[config.mk]
export PLATFORM = sky130hd
export DESIGN_NAME = integ_accum
export DESIGN_NICKNAME = d
export VERILOG_FILES = /design/src/rtl/integ_accum.sv
export SDC_FILE = /design/constraint.sdc
export NUM_CORES = 1
export LEC_CHECK = 0
export CAP_MARGIN = 10
export CORE_ASPECT_RATIO = 2
export CORE_MARGIN = 2
export CORE_UTILIZATION = 55
export CTS_CLUSTER_SIZE = 16
export DETAILED_ROUTE_END_ITERATION = 10
export PLACE_DENSITY = 0.8
export SLEW_MARGIN = 15
export SYNTH_ARGS = -nofsm -noshare
export SYNTH_HDL_FRONTEND = slang
export SYNTH_SLANG_ARGS = --single-unit
[constraint.sdc]
create_clock -name clock -period 3 [get_ports clock]
set_input_delay 0.3 -clock clock [delete_from_list [all_inputs] [get_ports clock]]
set_output_delay 0.3 -clock clock [all_outputs]
set_load 0.03 [all_outputs]
[src/rtl/integ_accum.sv]
`default_nettype none
// ============================================================================
//  Module   : integ_accum
//  Brief    : Integrate-and-dump decimator. Sums rate+1 strobed samples per
//             window and emits the full-precision window sum with a
//             one-cycle strobe for a downstream bit-gain shifter.
//  Revision : 1.0  initial release
// ============================================================================
module integ_accum #(
    parameter int bw         = 16,
    parameter int maxbitgain = 8
) (
    input  logic                           clock,
    input  logic                           reset,
    input  logic                           enable,
    input  logic [7:0]                     rate,
    input  logic                           strobe_in,
    input  logic signed [bw-1:0]           signal_in,
    output logic                           strobe_out,
    output logic signed [bw+maxbitgain-1:0] integ_out
);

    localparam int c_OW = bw + maxbitgain;

    // Window position, latched window length, running sum and output regs
    logic [7:0]             r_cnt;
    logic [7:0]             r_rate;
    logic signed [c_OW-1:0] r_acc;
    logic signed [c_OW-1:0] r_integ;
    logic                   r_strobe;

    // Sign-extended sample; the growth bits make the sum exact for 256 samples
    logic signed [c_OW-1:0] w_sext;
    logic signed [c_OW-1:0] w_sum;

    // Sample widening and the running-sum adder
    always_comb begin
        w_sext = {{maxbitgain{signal_in[bw-1]}}, signal_in};
        w_sum  = r_acc + w_sext;
    end

    // Integrate-and-dump state; rate is only sampled at a window start so a
    // mid-window change cannot alter the length of the window in progress
    always_ff @(posedge clock) begin
        if (reset) begin
            r_cnt    <= 8'd0;
            r_rate   <= 8'd0;
            r_acc    <= '0;
            r_integ  <= '0;
            r_strobe <= 1'b0;
        end else if (!enable) begin
            // Idle: drop any partial window and present a zero output
            r_cnt    <= 8'd0;
            r_acc    <= '0;
            r_integ  <= '0;
            r_strobe <= 1'b0;
        end else begin
            r_strobe <= 1'b0;
            if (strobe_in) begin
                if (r_cnt == 8'd0) begin
                    r_rate <= rate;
                    r_acc  <= w_sext;
                    if (rate == 8'd0) begin
                        // Single-sample window: dump the sample directly
                        r_integ  <= w_sext;
                        r_strobe <= 1'b1;
                    end else begin
                        r_cnt <= 8'd1;
                    end
                end else if (r_cnt == r_rate) begin
                    // Final sample of the window
                    r_integ  <= w_sum;
                    r_strobe <= 1'b1;
                    r_cnt    <= 8'd0;
                end else begin
                    r_acc <= w_sum;
                    r_cnt <= r_cnt + 8'd1;
                end
            end
        end
    end

    assign strobe_out = r_strobe;
    assign integ_out  = r_integ;

endmodule
`default_nettype wire

; ---- Word-level counts from Yosys, hierarchy flattened
; Index checks and enable logic that the tools add are counted.
[op_classes]
n_mul = 0
muxes = 11
reduce_logical = 9
n_shift = 0
eq_ne = 4
n_addsub = 2
div_mod_pow = 0
bitwise = 2
n_lt_le_gt_ge = 0
[op_table]
columns = op, n
row1 = $mux 24, 5
row2 = $add 24x16->24, 1
row3 = $mux 8, 3
row4 = $logic_not 8->1, 2
row5 = $add 8x1->8 const B, 1
row6 = $eq 8x8->1, 1
row7 = $reduce_and 3->1, 2
row8 = $ne 2x2->1 const B, 2
row9 = $reduce_and 2->1, 2
row10 = $mux 1, 3
row11 = $reduce_or 3->1, 1
row12 = $ne 2x1->1 const B, 1
row13 = $not 1->1, 2
row14 = $reduce_bool 2->1, 1
row15 = $reduce_or 2->1, 1
[totals]
reg_bits = 65
latch_bits = 0
mem_bits_rw = 0
mem_bits_ro = 0
n_memories = 0
output_inout_bits = 25
inputBits = 28

; ---- Depth between registers and ports, before layout
[logic_depth]
depth_word = 3
depth_mapped = 12
depth_no_buf = 12

; ---- Least setup slack after synthesis
; No wires, ideal clock.
[synth_path]
path_kind = register to register
startpoint = register r_acc[0]
endpoint = register r_acc[20]
stages_incl_launch_ff = 13
path_buffers = 0
path_slack_ns = 0.525
setup_ns = 0.112
arrival_time_ns = 2.362
cell_sequence = dfxtp_1 ha_1 inv_1 fa_1 nor2b_1 o31a_1 o21ai_1 a21oi_2 a21oi_1 o21bai_1 xor2_1 nor2_1 a2111oi_1
[synth_via]
elab_chain_cells = 3
[synth_lines]
columns = element, line
row1 = start: declaration, 28  ; logic signed [c_OW-1:0] r_acc;
row2 = start signal: assignment, 62  ; r_acc <= w_sext;
row3 = start signal: assignment, 76  ; r_acc <= w_sum;
row4 = $add 24x16->24, 39  ; w_sum = r_acc + w_sext;
row5 = $mux 24, 70  ; end else if (r_cnt == r_rate) begin
row6 = $mux 24, 60  ; if (r_cnt == 8'd0) begin
; No other way between the ends. The select of a mux whose other input is x is not followed.
; A chain may end at the register's enable or synchronous reset.

; ---- Final worst setup path
[layout_path]
startpoint = input port signal_in[0]
endpoint = register r_acc[16]
[layout_via]
elab_chain_cells = 3
[layout_lines]
columns = element, line
row1 = start: declaration, 18  ; input logic signed [bw-1:0] signal_in,
row2 = $add 24x16->24, 39
row3 = $mux 24, 70
row4 = $mux 24, 60
; No other way between the ends. The select of a mux whose other input is x is not followed.

==> flow_summary.json <==
{
  "setup_viol": 0,
  "cts_buffers": 9,
  "grt_antenna_before_repair": 0,
  "areaGrowthSynthToFinish_pct": 26.2,
  "hpwl_mm": 7.58,
  "multi_input_area_mm2": 0.00245,
  "grt_overflow": 0,
  "critPathLaunchType": "primary input",
  "postCtsHoldBufs": 0,
  "drive_gt1_frac": 0.0896,
  "fin_area_mm2": 0.00490,
  "viasPerCell": 5.82,
  "fp.coreArea_mm2": 0.00689,
  "busiest_layer": "met2",
  "hold_path_class": "reg2reg",
  "portBuffers": 52,
  "synth_edf_count": 0,
  "wl_mm": 10.3,
  "min_to": "integ_out[12]",
  "ys.flop_type": "dfxtp_1",
  "register_area_mm2": 0.00130,
  "p_leak_nw": 1.93,
  "track_usage": 0.281,
  "yosysTopAreaCellShare": 0.335,
  "status": "completed",
  "use_met3": 0.0687,
  "final_nets": 608,
  "p_int_mw": 1.80,
  "rows": 43,
  "worstSetupPathType": "in2reg",
  "synthesis.nets": 551,
  "drv_slew": 0,
  "start_util": 0.564,
  "ff2ff_path_depth": 12,
  "holdWs_ns": 0.452,
  "grtUsageMet2": 0.543,
  "syn-mean-instance-area_um2": 7.82,
  "whs_path_depth": 2,
  "max_freq_ghz": 0.357,
  "cts_max_level": 3,
  "die_h_um": 123,
  "dpl-instance-area_mm2": 0.00458,
  "ys_seq_area_frac": 0.335,
  "yosysTopAreaCell": "dfxtp_1",
  "ctsResizeCount": 0,
  "seq_power_share": 0.375,
  "rrSetupSlack_ns": 0.31,
  "switching_power_mw": 0.621,
  "utilization": 0.712,
  "hp-start": "integ_out[12]",
  "tritoncts": "done",
  "grt_start_max_net_pins": 37,
  "finalCriticalPeriod_ns": 2.80,
  "syn_inst": 497,
  "grt_pass1_wl_mm": 17.2,
  "worstPathMaxFanout": 3,
  "drc": 0,
  "crit_slowest_cell": "clkdlybuf4s50_1",
  "synthDistinctLibCells": 54,
  "die_w_um": 63.4,
  "synth.area.top_cells": "dfxtp_1, ha_1, nor2_1, a21oi_1, nand2_1",
  "cts_setup_buffers": 0,
  "r2r-end": "r_acc[16]",
  "cts.clk_slew.worst_paths_ns": 0.05,
  "cts_root_buf": "clkbuf_16",
  "power.share.clock": 0.446,
  "setup_tns_ns": 0,
  "path_delay_family": "compound AO/OA/AOI/OAI gates",
  "use_met1": 0.263,
  "dr.pass1.iters": 5,
  "wl_per_cell_um": 15.9,
  "path_cells": "clkdlybuf4s50_1, ha_1, inv_1, fa_1, nor2b_2, o31a_1, o21ai_1, a21oi_2, a31o_1, a21o_1, a211o_1, a21oi_1, a211oi_1",
  "vias": 3771,
  "drv_cap": 0,
  "syn_area_mm2": 0.00389,
  "synth_seq_cells": 65,
  "n_fill_cell": 558,
  "r2r-start": "r_acc[0]",
  "ant_nets": 0,
  "worst_slew_pin_slew_ns": 0.649,
  "cp.required_ns": 3.18,
  "finClkSkew_ns": 0.00806,
  "drtIter0Drc": 240,
  "cts.sinks": 65,
  "cp-end-kind": "flip-flop",
  "cp_slowest_stage_delay_ns": 0.42,
  "die_area_mm2": 0.00780,
  "p_sw_frac": 0.256,
  "hold_violations": 0,
  "grt_pass1_vias": 3811,
  "power.density_mw_per_mm2": 495,
  "io-pin-count": 53,
  "synthArstFlopShare": 0,
  "worstPathArrival_ns": 2.99,
  "critical_path_buf_inv_count": 2,
  "period_share": 0.934,
  "gp_congestion": 0.925,
  "peakVddDrop_uv": 329,
  "n_antenna_cell": 0,
  "yosys_warnings": 0,
  "cts_max_path_buffers": 2,
  "p_comb_frac": 0.179,
  "worstSkewPairLatency_ns": 0.34,
  "max-slew-margin-rel": 0.567
}
how the worst max path moves through the flow:
stage | start | endpoint | slack [ns] | cells after the start
2_1_floorplan | r_acc[0] | r_acc[20] | 0.53 | 12
3_3_place_gp | signal_in[0] | r_acc[20] | -0.05 | 13
3_5_place_dp | signal_in[0] | r_acc[20] | -0.17 | 13
4_1_cts | signal_in[0] | r_acc[20] | 0.17 | 13
5_1_grt | signal_in[0] | r_acc[20] | -0.01 | 13
6_report | signal_in[0] | r_acc[16] | 0.20 | 13
cell usage in the layout, fill, tap and decap left out, types with 2 or more instances in the layout:
cell type,instances
nor2_1,76
nor2b_1,3
dfxtp_1,65
and3_1,5
nand3_1,10
clkbuf_8,4
nand2_1,54
buf_4,20
nand3b_1,3
a21oi_4,2
a31oi_1,5
a21o_1,9
nor3_1,16
xor2_1,10
xnor2_1,20
or3_1,3
clkbuf_16,9
o21ai_0,32
inv_1,9
and2_1,6
o21a_1,3
nor4_1,2
nand4_1,6
mux2i_1,5
nor3b_1,2
nand2b_1,4
a211oi_1,16
clkdlybuf4s50_1,52
a21oi_1,51
ha_1,25
o211ai_1,3
worst reg2reg max path, cell delays in order (launching register included):
cell and delay (ns):
dfxtp_1 0.31, ha_1 0.19, inv_1 0.07, fa_1 0.20
nor2b_2 0.06, o31a_1 0.27, o21ai_1 0.24, a21oi_2 0.12
a31o_1 0.26, a21o_1 0.20, a211o_1 0.29, a21oi_1 0.21
a211oi_1 0.11
logic make-up (layout without fill, tap and decap cells):
logic type / Yosys count / after routing / synth area share
AO/OA/AOI/OAI: 140 / 140 / 0.235
XOR/XNOR: 30 / 30 / 0.0676
adder cells (fa/ha/maj): 26 / 26 / 0.0856
buffers and inverters: 36 / 97 / 0.0364
flip-flops: 65 / 65 / 0.335
multiplexers: 6 / 6 / 0.0158
AND/OR/NAND/NOR: 194 / 194 / 0.225
synth_stat cells (6+ instances only):
master / count
and2_1: 6
nor2_1: 76
ha_1: 25
inv_1: 9
o21ai_0: 32
a21oi_1: 51
nor3_1: 16
xnor2_1: 20
dfxtp_1: 65
a211oi_1: 16
nand4_1: 6
nand3_1: 10
nand2_1: 54
a21o_1: 9
xor2_1: 10
clkbuf_1: 18
state kept, by name, summed over array words and instances (netlist names):
| signal | count |
|---|---|
| integ_out | 24 |
| r_acc | 24 |
| r_cnt | 8 |
| r_rate | 8 |
| strobe_out | 1 |
cell type report:
| class | count | area share |
|---|---|---|
| clock inverter | 2 | 0.00714 |
| inverter | 9 | 0.00689 |
| clock buffer | 13 | 0.0571 |
| timing repair buffer | 73 | 0.141 |
| tap | 90 | 0.0230 |
| sequential | 65 | 0.265 |
| multi-input combinational | 396 | 0.500 |
metal layers:
layer	up-vias	wire, µm
met5	-	0
met2	111	5750
met3	33	450
met1	1768	3700
li1	1859	-
met4	0	420
power by group through the flow:
stage	registers (mW)	clock network, mW	logic, mW
finish	0.909	1.08	0.434
global placement	0.925	0	0.414
global route	0.911	1.13	0.477
detailed placement	0.926	0	0.425
CTS	0.908	1.10	0.429
floorplan	0.928	0	0.277
through the flow:
stage	power, mW	std cells	worst slack (ns)
2_1_floorplan	1.21	497	0.525
3_3_place_gp	1.34	633	-0.0527
3_5_place_dp	1.35	633	-0.165
4_1_cts	2.44	648	0.173
5_1_grt	2.52	648	-0.0113
6_report	2.43	648	0.197
(Power assumes the default switching activity.)
